===== src/rtl/bnn_pkg.sv =====
// Shared definitions for the binary neural network sequencer.
// Holds the controller state encoding and the width helpers that size
// thresholds and the serial parameter stream.
package bnn_pkg;

  typedef enum logic [2:0] {
    ST_IDLE   = 3'd0,
    ST_LOAD   = 3'd1,
    ST_HIDDEN = 3'd2,
    ST_OUTPUT = 3'd3,
    ST_DONE   = 3'd4
  } state_e;

  // Threshold width able to hold a popcount of n inputs (0..n).
  function automatic int th_w(input int n);
    return $clog2(n + 1);
  endfunction

  function automatic int th_i(input int in_w);
    return th_w(in_w);
  endfunction

  function automatic int th_h(input int hid);
    return th_w(hid);
  endfunction

  // Total serial parameter stream length in bits.
  function automatic int p_len(input int in_w, input int hid, input int out_w);
    return hid * (in_w + th_i(in_w)) + out_w * (hid + th_h(hid));
  endfunction

endpackage


===== src/rtl/bnn_seq_engine_if.sv =====
// Handshake bundle for bnn_seq_engine: parameter load, input vector, result.
// master = environment side (drives requests), slave = engine side.
// Ports: load_start/param_valid/param_bit/load_done, in_valid/in_ready/in_data,
//        out_valid/out_ready/out_data, busy.
interface bnn_seq_engine_if #(
  parameter int IN_W  = 8,
  parameter int OUT_W = 8
);
  logic             load_start;
  logic             param_valid;
  logic             param_bit;
  logic             load_done;
  logic             in_valid;
  logic             in_ready;
  logic [IN_W-1:0]  in_data;
  logic             out_valid;
  logic             out_ready;
  logic [OUT_W-1:0] out_data;
  logic             busy;

  modport master (
    output load_start, param_valid, param_bit, in_valid, in_data, out_ready,
    input  load_done, in_ready, out_valid, out_data, busy
  );

  modport slave (
    input  load_start, param_valid, param_bit, in_valid, in_data, out_ready,
    output load_done, in_ready, out_valid, out_data, busy
  );
endinterface


===== src/rtl/bnn_neuron_eval.sv =====
// Purpose: binary neuron, fires when popcount(XNOR(weights, x)) >= threshold.
// Latency: purely combinational, no state.
// Backpressure: none; ports weights_i/x_i (INPUTS bits), th_i, fire_o.
module bnn_neuron_eval #(
  parameter  int INPUTS = 8,
  localparam int TH_W   = $clog2(INPUTS + 1)
) (
  input  logic [INPUTS-1:0] weights_i,
  input  logic [INPUTS-1:0] x_i,
  input  logic [TH_W-1:0]   th_i,
  output logic              fire_o
);

  logic [TH_W-1:0] match_cnt;

  always_comb begin
    match_cnt = '0;
    for (int i = 0; i < INPUTS; i++) begin
      match_cnt = match_cnt + TH_W'(weights_i[i] ~^ x_i[i]);
    end
    fire_o = (match_cnt >= th_i);
  end

endmodule


===== src/rtl/bnn_seq_engine.sv =====
// Purpose: two-layer binary NN; serial parameter load, one neuron per cycle.
// Latency: input accept to out_valid = HID + OUT_W cycles.
// Backpressure: result held in DONE until out_ready; in_ready only in IDLE.
// Ports: clk, rst_n (async active-low), bus (bnn_seq_engine_if.slave).
module bnn_seq_engine
  import bnn_pkg::*;
#(
  parameter int IN_W  = 8,
  parameter int HID   = 8,
  parameter int OUT_W = 8
) (
  input  logic           clk,
  input  logic           rst_n,
  bnn_seq_engine_if.slave bus
);

  localparam int TH_I     = th_i(IN_W);
  localparam int TH_H     = th_h(HID);
  localparam int P        = p_len(IN_W, HID, OUT_W);
  localparam int HID_BASE = HID * (IN_W + TH_I);
  localparam int CNT_W    = $clog2(P + 1);
  localparam int MAXN     = (HID > OUT_W) ? HID : OUT_W;
  localparam int IDX_W    = $clog2(MAXN + 1);

  state_e           state_q, state_d;
  logic [P-1:0]     params_q, params_d;
  logic [CNT_W-1:0] cnt_q, cnt_d;
  logic [IDX_W-1:0] idx_q, idx_d;
  logic [IN_W-1:0]  x_q, x_d;
  logic [HID-1:0]   hid_q, hid_d;
  logic [OUT_W-1:0] acc_q, acc_d;
  logic [OUT_W-1:0] out_q, out_d;
  logic             load_done_q, load_done_d;

  logic accept, cap, last_bit, last_hid, last_out;

  // load_start has priority over an input offered in the same IDLE cycle.
  assign accept   = (state_q == ST_IDLE) && bus.in_valid && !bus.load_start;
  assign cap      = (state_q == ST_LOAD) && bus.param_valid;
  assign last_bit = cap && (cnt_q == CNT_W'(P - 1));
  assign last_hid = (idx_q == IDX_W'(HID - 1));
  assign last_out = (idx_q == IDX_W'(OUT_W - 1));

  // Parameter fields for the neuron currently being evaluated.
  logic [CNT_W-1:0] h_off, o_off;
  logic [IN_W-1:0]  hid_w;
  logic [TH_I-1:0]  hid_th;
  logic [HID-1:0]   out_w;
  logic [TH_H-1:0]  out_th;
  logic             hid_fire, out_fire;

  always_comb begin
    h_off  = CNT_W'(idx_q) * CNT_W'(IN_W + TH_I);
    o_off  = CNT_W'(HID_BASE) + CNT_W'(idx_q) * CNT_W'(HID + TH_H);
    hid_w  = IN_W'(params_q >> h_off);
    hid_th = TH_I'(params_q >> (h_off + CNT_W'(IN_W)));
    out_w  = HID'(params_q >> o_off);
    out_th = TH_H'(params_q >> (o_off + CNT_W'(HID)));
  end

  // One evaluator per layer, time-multiplexed across that layer's neurons.
  bnn_neuron_eval #(.INPUTS(IN_W)) u_hid_eval (
    .weights_i (hid_w),
    .x_i       (x_q),
    .th_i      (hid_th),
    .fire_o    (hid_fire)
  );

  bnn_neuron_eval #(.INPUTS(HID)) u_out_eval (
    .weights_i (out_w),
    .x_i       (hid_q),
    .th_i      (out_th),
    .fire_o    (out_fire)
  );

  // State register.
  always_ff @(posedge clk or negedge rst_n) begin
    if (!rst_n) begin
      state_q <= ST_IDLE;
    end else begin
      state_q <= state_d;
    end
  end

  // Next-state logic.
  always_comb begin
    state_d = state_q;
    case (state_q)
      ST_IDLE: begin
        if (bus.load_start)  state_d = ST_LOAD;
        else if (accept)     state_d = ST_HIDDEN;
      end
      ST_LOAD:   if (last_bit)      state_d = ST_IDLE;
      ST_HIDDEN: if (last_hid)      state_d = ST_OUTPUT;
      ST_OUTPUT: if (last_out)      state_d = ST_DONE;
      ST_DONE:   if (bus.out_ready) state_d = ST_IDLE;
      default:                      state_d = ST_IDLE;
    endcase
  end

  // Outputs.
  always_comb begin
    bus.in_ready  = (state_q == ST_IDLE);
    bus.out_valid = (state_q == ST_DONE);
    bus.busy      = (state_q != ST_IDLE);
    bus.load_done = load_done_q;
    bus.out_data  = out_q;
  end

  // Datapath next-state.
  always_comb begin
    cnt_d       = cnt_q;
    idx_d       = idx_q;
    params_d    = params_q;
    x_d         = x_q;
    hid_d       = hid_q;
    acc_d       = acc_q;
    out_d       = out_q;
    load_done_d = last_bit;

    if ((state_q == ST_IDLE) && bus.load_start) cnt_d = '0;
    if (cap) begin
      cnt_d = cnt_q + CNT_W'(1);
      for (int i = 0; i < P; i++) begin
        if (cnt_q == CNT_W'(i)) params_d[i] = bus.param_bit;
      end
    end

    if (accept) begin
      x_d   = bus.in_data;
      idx_d = '0;
    end

    if (state_q == ST_HIDDEN) begin
      for (int i = 0; i < HID; i++) begin
        if (idx_q == IDX_W'(i)) hid_d[i] = hid_fire;
      end
      idx_d = last_hid ? '0 : idx_q + IDX_W'(1);
    end

    if (state_q == ST_OUTPUT) begin
      for (int i = 0; i < OUT_W; i++) begin
        if (idx_q == IDX_W'(i)) acc_d[i] = out_fire;
      end
      idx_d = idx_q + IDX_W'(1);
      // out_data only changes once a complete result exists.
      if (last_out) out_d = acc_d;
    end
  end

  always_ff @(posedge clk or negedge rst_n) begin
    if (!rst_n) begin
      cnt_q       <= '0;
      idx_q       <= '0;
      params_q    <= '0;
      x_q         <= '0;
      hid_q       <= '0;
      acc_q       <= '0;
      out_q       <= '0;
      load_done_q <= 1'b0;
    end else begin
      cnt_q       <= cnt_d;
      idx_q       <= idx_d;
      params_q    <= params_d;
      x_q         <= x_d;
      hid_q       <= hid_d;
      acc_q       <= acc_d;
      out_q       <= out_d;
      load_done_q <= load_done_d;
    end
  end

endmodule


===== src/flat_wrapper.sv =====
// flat-port wrapper written by rule: the top's interface ports become plain ports
module bnn_seq_engine_flat import bnn_pkg::*;
#(
  parameter int IN_W  = 8,
  parameter int HID   = 8,
  parameter int OUT_W = 8
)
  (clk, rst_n, bus_load_start, bus_param_valid, bus_param_bit, bus_in_valid, bus_in_data, bus_out_ready, bus_load_done, bus_in_ready, bus_out_valid, bus_out_data, bus_busy);
  bnn_seq_engine_if #(.IN_W(IN_W), .OUT_W(OUT_W)) bus_i ();
  input  logic clk;
  input  logic rst_n;
  input wire logic [$bits(bus_i.load_start)-1:0] bus_load_start;
  input wire logic [$bits(bus_i.param_valid)-1:0] bus_param_valid;
  input wire logic [$bits(bus_i.param_bit)-1:0] bus_param_bit;
  input wire logic [$bits(bus_i.in_valid)-1:0] bus_in_valid;
  input wire logic [$bits(bus_i.in_data)-1:0] bus_in_data;
  input wire logic [$bits(bus_i.out_ready)-1:0] bus_out_ready;
  output wire logic [$bits(bus_i.load_done)-1:0] bus_load_done;
  output wire logic [$bits(bus_i.in_ready)-1:0] bus_in_ready;
  output wire logic [$bits(bus_i.out_valid)-1:0] bus_out_valid;
  output wire logic [$bits(bus_i.out_data)-1:0] bus_out_data;
  output wire logic [$bits(bus_i.busy)-1:0] bus_busy;
  assign bus_i.load_start = bus_load_start;
  assign bus_i.param_valid = bus_param_valid;
  assign bus_i.param_bit = bus_param_bit;
  assign bus_i.in_valid = bus_in_valid;
  assign bus_i.in_data = bus_in_data;
  assign bus_i.out_ready = bus_out_ready;
  assign bus_load_done = bus_i.load_done;
  assign bus_in_ready = bus_i.in_ready;
  assign bus_out_valid = bus_i.out_valid;
  assign bus_out_data = bus_i.out_data;
  assign bus_busy = bus_i.busy;
  bnn_seq_engine #(.IN_W(IN_W), .HID(HID), .OUT_W(OUT_W)) u_core (.clk(clk), .rst_n(rst_n), .bus(bus_i));
endmodule

===== config.mk =====
export PLATFORM = sky130hd
export DESIGN_NAME = bnn_seq_engine_flat
export DESIGN_NICKNAME = d
export VERILOG_FILES = /design/src/rtl/bnn_pkg.sv /design/src/rtl/bnn_seq_engine_if.sv /design/src/rtl/bnn_neuron_eval.sv /design/src/rtl/bnn_seq_engine.sv /design/src/flat_wrapper.sv
export SDC_FILE = /design/constraint.sdc
export NUM_CORES = 1
export LEC_CHECK = 0
export CORE_MARGIN = 2
export CORE_UTILIZATION = 50
export CTS_CLUSTER_DIAMETER = 30
export DETAILED_ROUTE_END_ITERATION = 8
export PLACE_DENSITY_LB_ADDON = 0.05
export SLEW_MARGIN = 20
export SYNTH_ARGS = -nofsm -noshare
export SYNTH_HDL_FRONTEND = slang
export SYNTH_SLANG_ARGS = --single-unit

===== constraint.sdc =====
create_clock -name clk -period 22.3 [get_ports clk]
set_input_delay 2.23 -clock clk [delete_from_list [all_inputs] [get_ports clk]]
set_output_delay 2.23 -clock clk [all_outputs]
set_load 0.05 [all_outputs]

; Yosys cells after proc, flatten, opt, wreduce, memory -nomap -nowiden
; Index checks and enable logic that the tools add are counted.
[classes]
addsub = 19
multipliers = 1
n_lt_le_gt_ge = 2
eq_ne = 207
shifts = 4
muxes = 21
bitwise_logic = 16
n_reduce_logical = 214
[op_table]
columns = op, n
row1 = $eq A8 B7 Y1 const B, 64
row2 = $eq A8 B8 Y1 const B, 64
row3 = $reduce_and A2 Y1, 201
row4 = $shr A192 B8 Y4, 2
row5 = $shr A192 B8 Y8, 2
row6 = $eq A8 B6 Y1 const B, 32
row7 = $eq A8 B5 Y1 const B, 16
row8 = $eq A8 B4 Y1 const B, 8
row9 = $xnor A1 B1 Y4, 16
row10 = $add A4 B4 Y4, 14
row11 = $eq A8 B3 Y1 const B, 4
row12 = $mux W3, 6
row13 = $add A8 B4 Y8 const B, 2
row14 = $eq A4 B3 Y1 const B, 4
row15 = $eq A8 B2 Y1 const B, 2
row16 = $mux W4, 4
row17 = $mux W8, 2
row18 = $pmux W3 S5, 1
row19 = $add A7 B8 Y8 const A, 1
row20 = $add A8 B1 Y8 const B, 1
row21 = $eq A4 B2 Y1 const B, 2
row22 = $eq A8 B1 Y1 const B, 1
row23 = $ge A4 B4 Y1, 2
row24 = $logic_not A8 Y1, 1
row25 = other kinds (17), 32
[word_totals]
register_bits = 240
inputBits = 15
word_cells = 691

; Longest topological paths before layout
[depth]
ltp_word = 13
ltp_mapped = 31
mapped_depth_nobuf = 27

; Cells and area by module
; Synthesis repeated with hierarchy kept, for this count alone.
[hier_totals]
cells_unflattened = 1484
area_unflattened_um2 = 17541.8
[by_module_without_submodules]
columns = mod, n_inst, cells_each, area_per_inst_um2
row1 = bnn_seq_engine, 1, 1412, 16888.7
row2 = bnn_neuron_eval, 2, 36, 326.6

; Worst setup path after synthesis
; Ideal clock, no wire load.
[synth_path]
path_type = reg-to-reg
start = register u_core.idx_q[2]
end = register u_core.acc_q[0]
setup_ps = 125
t_arrival_ps = 6928
t_required_ps = 22175
slack_ps = 15248
stages_incl_launch_ff = 30
n_path_buf = 5
synth_period_minus_slack_ps = 7052
path_cell_list = dfrtp_1 clkbuf_1 inv_1 ha_1 xor2_1 inv_1 buf_1 clkbuf_1 ha_1 xor2_2 and2_1 clkbuf_1 a32oi_1 xnor2_1 fa_1 inv_1 fa_1 inv_1 fa_1 inv_1 ha_1 inv_1 fa_1 inv_1 ha_1 a21o_1 a21o_1 a21o_1 clkbuf_1 mux2_2
[synth_between]
elab_chain_len = 13
word_cells_on_any_way = 23
[synth_rtl]
columns = item, line
row1 = from (decl), bnn_seq_engine.sv:28  ; logic [IDX_W-1:0] idx_q, idx_d;
row2 = from (signal assigned), bnn_seq_engine.sv:163  ; idx_q <= idx_d;
row3 = $mul A4 B2 Y6, bnn_seq_engine.sv:54  ; o_off = CNT_W'(HID_BASE) + CNT_W'(idx_q) * CNT_W'(HID + TH_H);
row4 = $add A7 B8 Y8, bnn_seq_engine.sv:54
row5 = $shr A192 B8 Y8, bnn_seq_engine.sv:57  ; out_w = HID'(params_q >> o_off);
row6 = $xnor A1 B1 Y4, bnn_neuron_eval.sv:19  ; match_cnt = match_cnt + TH_W'(weights_i[i] ~^ x_i[i]);
row7 = $add A4 B4 Y4 (7 in series), bnn_neuron_eval.sv:19
row8 = $ge A4 B4 Y1, bnn_neuron_eval.sv:21  ; fire_o = (match_cnt >= th_i);
row9 = $mux W1 *, bnn_seq_engine.sv:143  ; if (idx_q == IDX_W'(i)) acc_d[i] = out_fire;
row10 = to (signal assigned), bnn_seq_engine.sv:158  ; acc_q <= '0;
row11 = to (signal assigned), bnn_seq_engine.sv:167  ; acc_q <= acc_d;
row12 = to (decl), bnn_seq_engine.sv:31  ; logic [OUT_W-1:0] acc_q, acc_d;
; Mark *: on every way between the ends. The rest lies on a longest branch, timed or not.
; A chain may end at the register's enable or synchronous reset.

; Final worst setup path
[layout_path]
start = register u_core.idx_q[1]
end = register u_core.acc_q[5]
; Same word-level chain as after synthesis.

==> impl_results.md <==
- FF-to-FF setup slack: approximately 14 ns
- WL per Instance: ~26 um
- Worst path max stage delay: around 1.1 ns
- Gr ovfl total: 0
- Vias in the first global route: between 10000 and 15000
- RSZ-0062 raised after global routing: false
- Hold buffer count at CTS: 0
- Chip Width: approximately 190 um
- Cell Rows: 67
- CP Class: reg -> reg
- Clk slew on worst S/H paths: approximately 0.05 ns
- Crit-path most repeated cell: inv_1
- Most frequent cell after synthesis: nand2_1
- Fmax: 0.1195 GHz
- GPL Wtd Cong: around 0.86
- Top-area cell type share of the netlist area: 0.3477
- Req. time, crit path: approximately 23 ns
- Cell taking the most area after synthesis: dfrtp_1
- Post-DP HPWL: around 33000 um
- Pins over their slew limit: 0
- Sink Count: approximately 240
- Post-route clock period utilization: 0.3752
- Data arrival, critical path: 8.81 ns
- Worst hold path class: reg -> reg
- Fin nets: 1506
- GRT Util Overall: 0.2916
- Setup TNS Final: 0 ns
- Antenna violations before repair: 0
- Starting density of the core: 0.5104
- Slowest cell on crit path: dfrtp_2
- DRC: 0
- TritonCTS clock tree: yes
- Deepest clock path buffer count: 3
- Yosys warns: 0
- Largest net degree at the start of global routing: approximately 110
- I/O pin count: 27
- Drt total wl: a little over 50000 um
- Startpoint Class: flip-flop
- Synth Flop Type: dfrtp_1
- Status: completed
- Ant diodes: 0
- Mapped Nets: approximately 1500
- Slew @ Worst Pin: between 1 and 1.5 ns
- Post-CTS setup buffers: 0
- Area of the mapped netlist: ~0.017 mm2
- Dominant cells by area after synthesis: dfrtp_1, mux4_2, mux2_2, nand2_1, mux2i_1
- Post-CTS sizing: 0
- Netlist cell types: just under 60
- EDFF count, synth: 0
- Antenna-violating nets left: 0
- Slew HR: 0.1739
- Asr flop ratio synth: 1.000
- Post-synth top cells: nand2_1, dfrtp_1, mux2_2, mux4_2, clkbuf_1
- Seq/Total Area, Yosys: 0.3477
- Num CTS Buffers: between 60 and 70
- Mean post-synth cell area: between 10 and 15 um2
- Worst Setup End Kind: flip-flop
- Maxcap violations: 0
- Die Y: about 190 um
- Drt first-iter violations: 1299
- Via density: ~6.5
- Finish-stage setup viols: 0
- Htree depth: 3
- IO buf count: 26
- Drt pass-1 iters: 5
- Via Count: roughly 13000
- First-pass GRT wire length: around 79000 um
- Fin crit period: around 8.4 ns
- Fraction of final layout cells with drive strength greater than 1: 0.3760
- Max FO, Critical Path: 38
- Post-synthesis register bit count: around 240
- Core Region: about 0.034 mm2
- Cells after Synth: about 1500
- Final hold viol count: 0
- Clock Latency Late Sink: just under 0.6 ns
- Die area: between 0.03 and 0.04 mm2
- Clock skew: 0.02075 ns
- Clock root cell: clkbuf_16
- Area Overhead vs Synth: 16.30%
[cell type report]
class                   count  area (um2)
inverters                  28       105.1
repair buffers             50       454.2
fillers                  2761       13700
clock buffers              77        1743
flip-flops and latches    239        5986
clock inverters            41       541.8
well taps                 448       560.5
multi-input cells        1065       10610
[kinds of logic after synthesis]
kind of cell | Yosys count | synth area share
and+or+nand+nor | 441 | 0.1080
AOI/OAI and AO/OA | 107 | 0.03994
DFF | 239 | 0.3477
buffers and inverters | 152 | 0.04423
xor gates and xnor gates | 28 | 0.01469
muxes | 448 | 0.4117
adders and majority gates | 41 | 0.03375
[layout by cell type (no fill, tap or decap), drive strengths merged, types with 4 or more instances in the layout]
cell type	instances
clkdlybuf4s50	24
nand2	299
nor2	49
mux2	221
xnor2	11
ha	32
nand4	4
nand3	20
inv	33
and2	6
nand2b	12
mux2i	43
dfrtp	239
clkinvlp	9
o21ai	32
clkinv	17
nor2b	11
fa	9
bufinv	10
nor3	22
clkbuf	77
buf	26
a31oi	7
and3	7
a21oi	25
xor2	17
a211oi	10
mux4	184
a21o	5
[through the flow]
step,util,cell area [um2],hold slack [ns],instances,setup slack (ns)
5_1_grt,0.5936,20000,0.5199,1948,13.58
2_1_floorplan,-,17200,0.4791,1456,15.25
3_5_place_dp,0.5243,17670,0.4733,1828,14.08
3_3_place_gp,0.5241,17660,0.4676,1828,14.26
4_1_cts,0.5921,19950,0.4838,1946,14.07
6_report,0.5936,20000,0.4746,1948,13.93
[sequential cells by signal, indices dropped and copies added (netlist names)]
name / count
u_core.params_q: 192
u_core.bus.out_data: 8
u_core.cnt_q: 8
u_core.hid_q: 8
u_core.x_q: 8
u_core.acc_q: 7
u_core.idx_q: 4
u_core.state_q: 3
u_core.bus.load_done: 1
[final timing paths]
kind | depth (start not counted) | start | end
hold / removal | 2 | u_core.bus.out_data[2] | u_core.bus.out_data[2]
hold reg to reg | 2 | u_core.bus.out_data[2] | u_core.bus.out_data[2]
min in group asynchronous | 1 | rst_n | u_core.state_q[0]
setup / recovery | 26 | u_core.idx_q[1] | u_core.acc_q[5]
setup reg to reg | 26 | u_core.idx_q[1] | u_core.acc_q[5]
max in group asynchronous | 2 | rst_n | u_core.params_q[84]
[critical path, delay by kind of cell, from the launching register on]
family | cells | cell delay (ns)
compound gates | 4 | 0.81
flops | 1 | 1.07
buf+inv | 8 | 1.10
mux | 1 | 0.33
simple gates | 1 | 0.42
xor+xnor | 3 | 0.76
fa+ha+maj | 9 | 3.72
[routing by layer]
layer  GRT usage  vias up  part of all wire
met1      0.4158     6597              0.43
met5           0        -                 0
met2      0.4370      541              0.46
met4      0.1148        0             0.032
met3     0.06487      100             0.073
li1            -     5392                 -
Power is not shown: default switching activity piles up to over one toggle a cycle in this logic, so the estimate is an artifact.
